$ cat config.mk
export PLATFORM = sky130hd
export DESIGN_NAME = serial_mul_sched
export DESIGN_NICKNAME = d
export VERILOG_FILES = /design/src/rtl/serial_mul_sched.sv
export SDC_FILE = /design/constraint.sdc
export NUM_CORES = 1
export LEC_CHECK = 0
export BUFFER_PORTS_ARGS = -buffer_cell sky130_fd_sc_hd__clkbuf_2
export CAP_MARGIN = 25
export CORE_MARGIN = 5
export CORE_UTILIZATION = 49
export CTS_BUF_LIST = sky130_fd_sc_hd__clkbuf_4 sky130_fd_sc_hd__clkbuf_8
export DETAILED_ROUTE_END_ITERATION = 10
export GPL_ROUTABILITY_DRIVEN = 0
export HOLD_SLACK_MARGIN = 0.1
export PLACE_DENSITY = 0.89
export REMOVE_ABC_BUFFERS = 1
export SLEW_MARGIN = 10
export SYNTH_ARGS = -nofsm -noshare
export SYNTH_HDL_FRONTEND = slang
export SYNTH_SLANG_ARGS = --single-unit
$ cat constraint.sdc
create_clock -name CLK -period 1.7 [get_ports CLK]
set_input_delay 0 -clock CLK [delete_from_list [all_inputs] [get_ports CLK]]
set_output_delay 0 -clock CLK [all_outputs]
set_load 0.01 [all_outputs]
$ cat src/rtl/serial_mul_sched.sv
// Round-robin scheduler and sequencer for a bit-serial W x W multiplier.
// Accepts operand pairs from two requesters and returns a tagged 2W-bit product.
module serial_mul_sched #(
   parameter int W   = 4,
   parameter int LAT = 1
) (
   input  logic           CLK,
   input  logic           RST,
   input  logic [1:0]     req_valid,
   output logic [1:0]     req_ready,
   input  logic [2*W-1:0] req_a,
   input  logic [2*W-1:0] req_b,
   output logic           mul_clr,
   output logic           mul_a,
   output logic           mul_b,
   input  logic           mul_o,
   output logic           res_valid,
   input  logic           res_ready,
   output logic [2*W-1:0] res_data,
   output logic           res_id,
   output logic           busy
);

   localparam int NSHIFT = 2*W + LAT;
   localparam int CW     = $clog2(NSHIFT + 1);

   typedef enum logic [1:0] {IDLE, CLR, SHIFT, DONE} state_t;

   state_t         state, state_nxt;
   logic           last_grant;
   logic [CW-1:0]  cnt;
   logic [W-1:0]   a_sh, b_sh;
   logic [2*W-1:0] prod;
   logic           id_r;
   logic [1:0]     grant;
   logic           shift_last;

   // With both requesters valid, the one that did not win last time goes next.
   always_comb begin
      grant = 2'b00;
      case (req_valid)
         2'b01:   grant = 2'b01;
         2'b10:   grant = 2'b10;
         2'b11:   grant = last_grant ? 2'b01 : 2'b10;
         default: grant = 2'b00;
      endcase
   end

   assign req_ready  = (state == IDLE) ? grant : 2'b00;
   assign shift_last = (cnt == CW'(NSHIFT - 1));

   assign mul_clr   = (state == CLR);
   assign mul_a     = (state == SHIFT) & a_sh[0];
   assign mul_b     = (state == SHIFT) & b_sh[0];
   assign res_valid = (state == DONE);
   assign busy      = (state != IDLE);

   // NOTE: state registers use non-blocking assignments so every flop samples
   // pre-edge values regardless of process evaluation order.
   always_ff @(posedge CLK) begin
      if (RST) state <= IDLE;
      else     state <= state_nxt;
   end

   // NOTE: the default assignment first keeps this block free of inferred latches.
   always_comb begin
      state_nxt = state;
      case (state)
         IDLE:    if (|grant)     state_nxt = CLR;
         CLR:                     state_nxt = SHIFT;
         SHIFT:   if (shift_last) state_nxt = DONE;
         DONE:    if (res_ready)  state_nxt = IDLE;
         default:                 state_nxt = IDLE;
      endcase
   end

   // Operands shift out LSB first and run dry after W cycles, so the serial
   // lines drop to zero by themselves; product bits shift in from the top.
   always_ff @(posedge CLK) begin
      if (RST) begin
         last_grant <= 1'b1;
         cnt        <= '0;
         a_sh       <= '0;
         b_sh       <= '0;
         prod       <= '0;
         id_r       <= 1'b0;
         res_data   <= '0;
         res_id     <= 1'b0;
      end else begin
         case (state)
            IDLE: begin
               if (|grant) begin
                  a_sh       <= grant[1] ? req_a[2*W-1:W] : req_a[W-1:0];
                  b_sh       <= grant[1] ? req_b[2*W-1:W] : req_b[W-1:0];
                  id_r       <= grant[1];
                  last_grant <= grant[1];
               end
            end
            CLR: begin
               cnt  <= '0;
               prod <= '0;
            end
            SHIFT: begin
               cnt  <= cnt + 1'b1;
               a_sh <= a_sh >> 1;
               b_sh <= b_sh >> 1;
               if (cnt >= CW'(LAT)) prod <= {mul_o, prod[2*W-1:1]};
               if (shift_last) begin
                  res_data <= {mul_o, prod[2*W-1:1]};
                  res_id   <= id_r;
               end
            end
            default: ;
         endcase
      end
   end

endmodule

==> summary.md, run 1 <==
| Metric | Value |
|---|---|
| Status | complete, but fails checks |
| Failing checks | negative setup slack |
| Final Max Slew Viols | 0 |
| Initial Utilization | roughly half |
| Antenna fix cells | 0 |
| Total Die Area | about 0.0042 mm^2 |
| Slew @ Worst Pin | 0.440 ns |
| Arr. time, crit path | approximately 2.0 ns |
| Post-synthesis simple-gate area fraction | between 10% and 20% |
| Number of fillers in the final layout | roughly 220 |
| Longest Clk Path Bufs | 2 |
| Via count | 1560 |
| First-pass GRT wire length | 6750 um |
| Layout cells sized above 1 | between 30% and 40% |
| Count leader, synth | dfxtp_1 |
| Post-Synth Adder-Cell Area | just under 6% |
| Nets@finish | 273 |
| Mapped Cells | roughly 170 |
| Synth Cell Area | ~0.0015 mm^2 |
| Power Density | 1210 mW/mm^2 |
| Fraction of registers with async set/reset | 0% |
| Worst clock skew | approximately 0.019 ns |
| Final setup vio count | 1 |
| Hold violation count in the final report | 0 |
| WS Path Type | reg -> reg |
| Drt total wl | ~4600 um |
| Clock-pin slew on the worst setup and hold paths | around 0.12 ns |
| CP endpoint kind | flip-flop |
| Synth Register Bits | 32 |
| Largest net degree at the start of global routing | 24 |
| Final Hold Slack | between 0.1 and 0.15 ns |
| Slew headroom | 70.7% |
| YS warnings | 0 |
| Vias in the first global route | 1502 |
| Clk_lat worst skew | around 0.36 ns |
| Area share of the largest cell type after synthesis | a little over two fifths |
| First-pass DRT Iterations | 4 |
| Synth-to-Final Area Change | 46.1% |
| CP max FO | 7 |
| Final HPWL DP | 2350 um |
| Port bufs | 37 |
| Max cap viols | 0 |
| CTS buffer count | 5 |
| LEAKAGE | between 0.9 and 1 nW |
| Max Clock Freq | 583 MHz |
| Sink Count | 32 |
| Max stage delay cell, worst path | or4b_4 |
| PnR Total Power | 2.62 mW |
| Core area | 0.00298 mm^2 |
| Mux contribution to synthesized area | ~6.8% |
| Chip width | around 65 um |
| RSZ-0062 raised after global routing | true |
| Worst vdd ir | 0.859 mV |
| Compound-Gate Fraction of Synth Area | a little under a fifth |
| Register area share after synthesis | 43.1% |
| CTS root buf | clkbuf_4 |
| Global router's overall resource usage | roughly a fifth |
| CTS tree | built |
| Number of synthesized flops with an enable pin | 0 |
| Total gr overflow | 0 |
| Req. time, crit path | approximately 2 ns |
| Ys flop type | dfxtp_1 |
| Leading post-synthesis cells by cell area | dfxtp_1 43%, mux2i_1 6.1%, nand2_1 6.1% |
| Worst setup SP type | flip-flop |
| Period utilisation layout | 101% |
| Largest family of logic cells by synthesized area | simple AND/OR/NAND/NOR gates |
| # H-tree levels | 2 |
| Sum of negative setup slack | -0.0152 ns |
| Post-route ant nets | 0 |
| Commonest cells in the netlist | 32 x dfxtp_1, 24 x nand2_1, 16 x inv_1, 15 x a21oi_1 |
| Antenna violations before repair | 0 |
| Slowest cell delay on critical path | 0.50 ns |
| Wire length per cell | 16.6 um |
| CP Cell Sequence | inv_2 > ha_4 > or4b_4 > a211oi_4 > a22o_1 |
| Distinct cells, synth | 33 |
| Vias per inst | about 5.6 |
| Die H | 65.1 um |
| Worst Hold Class | in -> reg |
| IO Count | 38 |
| DRC Markers | 0 |
| Synth Area in XOR/XNOR | 0% |
| Avg Inst Size Synth | between 8 and 9 um^2 |
| Cell accounting for the most synthesized area | dfxtp_1 |
| Final WS setup | -0.0152 ns |
| DRT iter0 DRCs | around 100 |
| Minimum clock period after layout | approximately 1.7 ns |
| Row cnt | 20 |
==> where the power goes <==
part           switching, mW  leakage (nW)  internal, mW
clock                  0.289        0.0412         0.306
sequential            0.0806         0.261         0.855
combinational          0.581         0.641         0.512
total                  0.951         0.943          1.67
==> kinds of logic (layout without fill, tap and decap cells) <==
logic type,after synthesis,after routing
simple gates,57,57
compound gates,38,38
flops,32,32
buf+inv,24,101
mux,10,10
fa+ha+maj,7,7
==> cells in the final DEF (no fill, tap or decap), types with 2 or more instances in the layout <==
| master | count |
|---|---|
| dlygate4sd3_1 | 20 |
| a21oi_1 | 15 |
| o21ai_0 | 2 |
| a22o_1 | 7 |
| o221ai_1 | 5 |
| nor2b_1 | 3 |
| ha_2 | 2 |
| nand3_1 | 9 |
| ha_4 | 2 |
| dfxtp_1 | 29 |
| nor2_1 | 6 |
| clkbuf_4 | 5 |
| nand4b_1 | 2 |
| ha_1 | 3 |
| o22ai_1 | 2 |
| inv_1 | 14 |
| buf_4 | 20 |
| nand2b_1 | 3 |
| clkbuf_2 | 37 |
| and2_1 | 3 |
| nand2_1 | 24 |
| mux2i_1 | 9 |
| dfxtp_2 | 2 |
==> flip-flops by register name (all words and copies together) (netlist names) <==
name	cells
state	2
last_grant	1
a_sh	4
res_id	1
res_data	8
cnt	4
b_sh	4
prod	7
id_r	1
==> critical path: cells and delay by family, from the launching register on <==
| kind | cells | cell delay [ns] |
|---|---|---|
| buffers and inverters | 1 | 0.06 |
| AO/OA/AOI/OAI | 2 | 0.59 |
| AND/OR/NAND/NOR | 1 | 0.50 |
| flip-flops | 1 | 0.36 |
| adder cells (fa/ha/maj) | 1 | 0.15 |
==> final cells by class <==
class	instances	area [um^2]	share of cell area, %
clock buffers	5	37.5	1.73
clock inverters	3	42.5	1.96
inverters	16	62.6	2.88
repair buffers	77	536	24.6
well taps	33	41.3	1.90
flip-flops and latches	32	647	29.8
multi-input cells	112	807	37.1
==> per-layer routing <==
metal,up-vias,GRT usage (%),wire [um]
met5,-,0,0
li1,747,-,-
met3,18,6.50,291
met4,0,14.5,211
met2,66,35.6,2330
met1,729,23.0,1780
==> worst paths after layout <==
path	startpoint	end	depth (start not counted)	slack [ns]
setup / recovery	cnt[1]	prod[2]	5	-0.02
hold reg to reg	res_data[4]	res_data[4]	2	0.46
hold / removal	res_ready	state[0]	4	0.13
setup reg to reg	cnt[1]	prod[2]	5	-0.02
==> timing repair <==
action,in CTS,in global routing
gates resized for setup,1,18
endpoints found under the hold margin,12,0
endpoints found under the setup margin,10,25
cloned,0,0
hold buffers,20,0
buffers inserted,0,6
pin swaps,1,7
==> stage by stage <==
step / utilization (%) / cells / worst slack [ns] / cell area [um^2]
floorplan: - / 160 / -0.0293 / 1460
global placement: 60.0 / 244 / 0.0664 / 1790
detailed placement: 60.0 / 244 / 0.0108 / 1790
CTS: 69.6 / 272 / -0.00482 / 2070
global route: 73.0 / 278 / -0.0811 / 2170
finish: 73.0 / 278 / -0.0152 / 2170
Power figures use the tool's default switching activity.
==> run 2, diff against run 1 <==
--- a/config.mk
+++ b/config.mk
@@ -15,7 +15,8 @@
 export HOLD_SLACK_MARGIN = 0.1
 export PLACE_DENSITY = 0.89
 export REMOVE_ABC_BUFFERS = 1
-export SLEW_MARGIN = 10
+export SETUP_SLACK_MARGIN = 0.02
+export SLEW_MARGIN = 20
 export SYNTH_ARGS = -nofsm -noshare
 export SYNTH_HDL_FRONTEND = slang
 export SYNTH_SLANG_ARGS = --single-unit
==> run 2 against run 1 <==
  * Largest power group unchanged
  * Setup slack got worse by 0.014 ns
  * First-iteration DRC count is 11% higher
  * Clock skew is 0.00079 ns lower
  * Register-to-register slack about the same
  * Critical path type unchanged
  * Combinational power grew 4%
  * The flow still finishes with violations (negative setup slack)
  * Count of clock-buffer cells in the layout did not move
==> summary.md, run 2 (synthesis gave the netlist of run 1 again) <==
| Metric | Value |
|---|---|
| Status | complete, but fails checks |
| Failing checks | negative setup slack |
| Req. time, crit path | 2.00 ns (about the same) |
| CTS root buf | clkbuf_4 |
| First-pass DRT Iterations | 4 (unchanged) |
| Port bufs | 37 (unchanged) |
| Synth-to-Final Area Change | 45.9% |
| DRT iter0 DRCs | 109 (+11%) |
| Via count | 1626 (+4.2%) |
| Cell Int Power | 1.68 mW (+0.39%) |
| Clock-pin slew on the worst setup and hold paths | 0.12 ns (about the same) |
| Vias in the first global route | 1533 (+2.1%) |
| Comb pwr share | 42.6% (+1.0 points) |
| Slew @ Worst Pin | 0.449 ns (+0.00891 ns) |
| Clk_lat worst skew | 0.36 ns (about the same) |
| R2r startpoint | cnt[1] |
| PnR Total Power | 2.66 mW (+1.3%) |
| Final HPWL DP | 2350 um (unchanged) |
| Hold wc startpoint | res_ready |
| Slew headroom | 70.1% (-0.59 points) |
| RSZ-0062 raised after global routing | true |
| Met3 WL post-DR | 293 um (+0.69%) |
| CTS buffer count | 5 (unchanged) |
| Worst Hold Class | in -> reg |
| Max cap viols | 0 (unchanged) |
| Power Density | 1220 mW/mm^2 (+1.4%) |
| Final WS setup | -0.0287 ns (-0.0135 ns) |
| Longest Clk Path Bufs | 2 (unchanged) |
| Worst vdd ir | 1.01 mV (+18%) |
| Most common cell after layout, fill and taps aside | clkbuf_2 |
| IO Count | 38 (unchanged) |
| Sw frac | 36.8% (+0.54 points) |
| Clock share of power | 22.2% (-0.5 points) |
| First-pass GRT wire length | 6930 um (+2.8%) |
| Initial Utilization | 50.0% (unchanged) |
| DRC Markers | 0 (unchanged) |
| Chip width | 65.1 um (unchanged) |
| Period utilisation layout | 102% (+0.80 points) |
| Max reg flops | 8 (unchanged) |
| # H-tree levels | 2 (unchanged) |
| Top reg by flops | res_data |
| Sink Count | 32 (unchanged) |
| Final Max Slew Viols | 0 (unchanged) |
| LEAKAGE | 0.933 nW (-1.1%) |
| Vias per inst | 5.89 (+5.0%) |
| Met1 WL | 1810 um (+1.6%) |
| Worst hold endpoint | state[0] |
| DR top layer | met4 |
| Max Clock Freq | 578 MHz (-0.78%) |
| Wire length per cell | 16.8 um (+1.4%) |
| Final setup vio count | 8 (+7) |
| CP max FO | 7 (unchanged) |
| Die H | 65.1 um (unchanged) |
| Drt total wl | 4640 um (+0.65%) |
| Worst clock skew | 0.0179 ns (-0.000787 ns) |
| Final Hold Slack | 0.120 ns (-0.0105 ns) |
| RR Endpoint | prod[5] |
| Nets@finish | 270 (-1.1%) |
| Antenna violations before repair | 0 (unchanged) |
| Hold violation count in the final report | 0 (unchanged) |
| Total gr overflow | 0 (unchanged) |
| Sequential power share | 35.2% (-0.5 points) |
| WS Path Type | reg -> reg |
| CTS tree | built |
| Slack of the worst reg-to-reg path | -0.03 ns (about the same) |
| Largest net degree at the start of global routing | 24 (unchanged) |
| Total Die Area | 0.00424 mm^2 (unchanged) |
| Global router's overall resource usage | 21.9% (+0.58 points) |
| Worst-case reg-to-reg path depth | 5 (unchanged) |
| Minimum clock period after layout | 1.73 ns (+0.0135 ns) |
| Hold path cells | 4 (unchanged) |
| WL met2 | 2300 um (-1.0%) |
| CP endpoint kind | flip-flop |
| Largest registers | res_data: 8 flops, prod: 7 flops |
| Most frequent cells in the layout | 37 x clkbuf_2, 30 x dfxtp_1, 24 x nand2_1 |
| Arr. time, crit path | 2.02 ns (about the same) |
| Row cnt | 20 (unchanged) |
| Net Sw Power | 977 uW (+2.8%) |
| Layout cells sized above 1 | 33.9% (about the same) |
| Worst setup SP type | flip-flop |
| Post-route ant nets | 0 (unchanged) |
| Core area | 0.00298 mm^2 (unchanged) |
run 2: changes by cell type in the layout (fill, tap and decap cells not counted), sizes merged:
| cell | before | now |
|---|---|---|
| buf | 20 | 17 |
| diode | 0 | 1 |
run 2: critical path, stage by stage, from the launching register on:
cell	delay, ns
dfxtp_2	0.36
inv_2	0.07
ha_4	0.16
or4b_4	0.50
a211oi_4	0.39
a22o_1	0.19
run 2: cell type report:
type                    instances  area [um^2]
multi-input cells             112          831
repair buffers                 74          513
fillers                       219          807
diodes                          1         2.50
clock inverters                 3         42.5
clock buffers                   5         37.5
well taps                      33         41.3
flip-flops and latches         32          643
inverters                      16         60.1
run 2: per-layer routing:
layer	GRT usage, %	up-vias
met2	36.8	95
li1	-	734
met4	13.5	0
met5	0	-
met1	24.2	769
met3	6.50	28
run 2: worst max-delay path by stage:
stage                from      end  slack (ns)  cells past startpoint
6_report           cnt[1]  prod[5]       -0.03                      5
3_3_place_gp       cnt[0]  prod[6]        0.07                      5
5_1_grt            cnt[1]  prod[6]       -0.08                      5
4_1_cts          state[1]  b_sh[0]      -0.005                      5
3_5_place_dp     state[0]  b_sh[0]        0.01                      4
2_1_floorplan  last_grant  a_sh[0]       -0.03                      3
run 2: power groups by stage:
stage,clock network [mW],registers (mW),logic [mW]
after global placement,0,0.928,0.882
after global routing,0.638,0.947,1.22
after CTS,0.599,0.919,0.955
after detailed placement,0,0.936,0.907
after floorplan,0,0.920,0.558
final,0.591,0.935,1.13
run 2: through the flow:
stage / util [%] / instances / TNS (ns) / instance area, um^2 / worst slack (ns)
2_1_floorplan: - / 160 / -0.176 / 1460 / -0.0293
3_3_place_gp: 60.0 / 244 / 0 / 1790 / 0.0664
3_5_place_dp: 60.0 / 244 / 0 / 1790 / 0.0108
4_1_cts: 69.6 / 272 / -0.00960 / 2070 / -0.00482
5_1_grt: 72.8 / 275 / -0.422 / 2170 / -0.0750
6_report: 72.9 / 276 / -0.182 / 2170 / -0.0287
run 2: what timing repair did:
item,in CTS,in global routing
endpoints found under the setup margin,14,27
gates resized for setup,2,19
hold endpoints to repair,12,0
hold buffers,20,0
pin swaps,2,10
buffers inserted,0,3
==> run 3, diff against run 2 <==
--- a/config.mk
+++ b/config.mk
@@ -13,6 +13,7 @@
 export DETAILED_ROUTE_END_ITERATION = 10
 export GPL_ROUTABILITY_DRIVEN = 0
 export HOLD_SLACK_MARGIN = 0.1
+export MAX_ROUTING_LAYER = met4
 export PLACE_DENSITY = 0.89
 export REMOVE_ABC_BUFFERS = 1
 export SETUP_SLACK_MARGIN = 0.02
==> run 3 against run 2 <==
  * The flow still finishes with violations (negative setup slack)
  * Count of clock-buffer cells in the layout did not move
  * Via count shrank 2.6%
  * Sequential share of layout area is essentially flat
  * Fmax increased by 0.24%
  * Total power grew 0.10%
  * Global-route usage grew 0.55 points
  * Clock skew shrank 0.00069 ns
  * Non-clock buffer count stayed put
  * Routed wire length is 0.28% higher
  * Core utilization down 0.084 points
  * Critical endpoint is now prod[7]
  * Largest cell class unchanged
  * Largest power group unchanged
  * Highest routed layer unchanged
==> summary.md, run 3 (synthesis gave the netlist of run 1 again) <==
| Metric | Value |
|---|---|
| Antenna fix cells | 0 (-1) |
| First-pass DRT Iterations | 4 (unchanged) |
| # H-tree levels | 2 (unchanged) |
| Sequential power share | 35.1% (about the same) |
| Worst vdd ir | 1.02 mV (+0.74%) |
| Power Density | 1230 mW/mm^2 (+0.22%) |
| Worst-case reg-to-reg path depth | 5 (unchanged) |
| R2r startpoint | cnt[1] |
| LEAKAGE | 0.933 nW (about the same) |
| WS Path Type | reg -> reg |
| First-pass GRT wire length | 6930 um (unchanged) |
| Req. time, crit path | 1.99 ns (about the same) |
| Port bufs | 37 (unchanged) |
| Period utilisation layout | 101% (-0.25 points) |
| Worst clock skew | 0.0173 ns (-0.000688 ns) |
| DRC Markers | 0 (unchanged) |
| RSZ-0062 raised after global routing | true |
| Longest Clk Path Bufs | 2 (unchanged) |
| Post-route ant nets | 0 (unchanged) |
| Nets@finish | 270 (unchanged) |
| Clk_lat worst skew | 0.35 ns (about the same) |
| Final Max Slew Viols | 0 (unchanged) |
| Final setup vio count | 7 (-1) |
| CP endpoint kind | flip-flop |
| Max cap viols | 0 (unchanged) |
| Slew headroom | 69.4% (-0.71 points) |
| Largest registers | res_data: 8 flops, prod: 7 flops |
| Slack of the worst reg-to-reg path | -0.02 ns (about the same) |
| DRT iter0 DRCs | 139 (+28%) |
| Sum of negative setup slack | -0.137 ns (+0.0444 ns) |
| CTS root buf | clkbuf_4 |
| Net Sw Power | 981 uW (+0.37%) |
| Multi-input logic area | 831 um^2 (unchanged) |
| Total gr overflow | 0 (unchanged) |
| CTS buffer count | 5 (unchanged) |
| Wire length per cell | 16.9 um (+0.65%) |
| Worst Hold Class | in -> reg |
| Via count | 1584 (-2.6%) |
| Core area | 0.00298 mm^2 (unchanged) |
| Clock-pin slew on the worst setup and hold paths | 0.12 ns (about the same) |
| FF+latch area | 643 um^2 (unchanged) |
| Clock share of power | 22.4% (+0.2 points) |
| Most common cell after layout, fill and taps aside | clkbuf_2 |
| Arr. time, crit path | 2.02 ns (about the same) |
| Worst hold endpoint | state[0] |
| CP max FO | 7 (unchanged) |
| Final HPWL DP | 2350 um (unchanged) |
| Antenna violations before repair | 0 (unchanged) |
| Synth-to-Final Area Change | 45.8% |
| Minimum clock period after layout | 1.72 ns (-0.00419 ns) |
| Max Clock Freq | 580 MHz (+0.24%) |
| Hold path cells | 4 (unchanged) |
| Top reg by flops | res_data |
| Number of fillers in the final layout | 219 (unchanged) |
| Drt total wl | 4650 um (+0.28%) |
| Chip width | 65.1 um (unchanged) |
| Hold wc startpoint | res_ready |
| Largest net degree at the start of global routing | 24 (unchanged) |
| Vias per inst | 5.76 (-2.2%) |
| Slew @ Worst Pin | 0.459 ns (+0.0106 ns) |
| Initial Utilization | 50.0% (unchanged) |
| Die H | 65.1 um (unchanged) |
| Sink Count | 32 (unchanged) |
| Row cnt | 20 (unchanged) |
| Worst setup SP type | flip-flop |
| Cell Int Power | 1.68 mW (about the same) |
| IO Count | 38 (unchanged) |
| Failing checks | negative setup slack |
| CTS tree | built |
| Total Die Area | 0.00424 mm^2 (unchanged) |
| RR Endpoint | prod[7] |
| Max reg flops | 8 (unchanged) |
| Sw frac | 36.9% (+0.10 points) |
| Status | complete, but fails checks |
| Most frequent cells in the layout | 37 x clkbuf_2, 30 x dfxtp_1, 24 x nand2_1 |
| Comb pwr share | 42.5% (about the same) |
| Final WS setup | -0.0245 ns (+0.00419 ns) |
| PnR Total Power | 2.66 mW (+0.10%) |
| Layout cells sized above 1 | 33.9% (unchanged) |
| Hold violation count in the final report | 0 (unchanged) |
| Vias in the first global route | 1530 (-0.20%) |
| Global router's overall resource usage | 22.4% (+0.55 points) |
-- run 3: cell types whose count changed in the layout (fill, tap and decap cells not counted) --
cell | before | now
diode_2 | 1 | 0
-- run 3: worst max path at each step --
stage,from,end,depth (start not counted)
finish,cnt[1],prod[7],5
floorplan,last_grant,a_sh[0],3
CTS,state[1],b_sh[0],5
global route,cnt[1],prod[3],5
detailed placement,state[0],b_sh[0],4
global placement,cnt[0],prod[6],5
-- run 3: power by group through the flow --
stage | Combinational, mW | Clock [mW] | Sequential (mW)
global route | 1.22 | 0.636 | 0.947
CTS | 0.955 | 0.599 | 0.919
detailed placement | 0.907 | 0 | 0.936
finish | 1.13 | 0.596 | 0.934
floorplan | 0.558 | 0 | 0.920
global placement | 0.882 | 0 | 0.928
-- run 3: timing repair --
item,in CTS,in global routing
hold buffers,20,0
resized for setup,2,19
cloned,0,0
hold endpoints to repair,12,0
endpoints found under the setup margin,14,27
setup buffers,0,3
pin swaps,2,9
-- run 3: layout make-up --
type                       instances  share of cell area [%]
timing repair buffer              74                    23.7
clock buffer                       5                    1.73
inverter                          16                    2.77
sequential                        32                    29.7
tap                               33                    1.90
clock inverter                     3                    1.96
multi-input combinational        112                    38.3
-- run 3: critical path: stages, from the launching register on --
cell and delay, ns:
dfxtp_2 0.36, inv_2 0.07, ha_4 0.16, or4b_4 0.50
a211oi_4 0.38, a22o_1 0.19
-- run 3: layer usage --
layer	part of all wire (%)	global-route usage [%]
met4	5.2	13.5
met5	0	-
met1	39	24.3
met3	6.9	6.50
met2	49	36.5
-- run 3: through the flow --
stage          instance area (um^2)  util, %  setup slack (ns)  std cells  hold slack [ns]
2_1_floorplan                  1460        -           -0.0293        160           0.0691
3_3_place_gp                   1790     60.0            0.0664        244            0.235
3_5_place_dp                   1790     60.0            0.0108        244            0.248
4_1_cts                        2070     69.6          -0.00482        272            0.152
5_1_grt                        2170     72.8           -0.0769        275            0.108
6_report                       2170     72.8           -0.0245        275            0.118
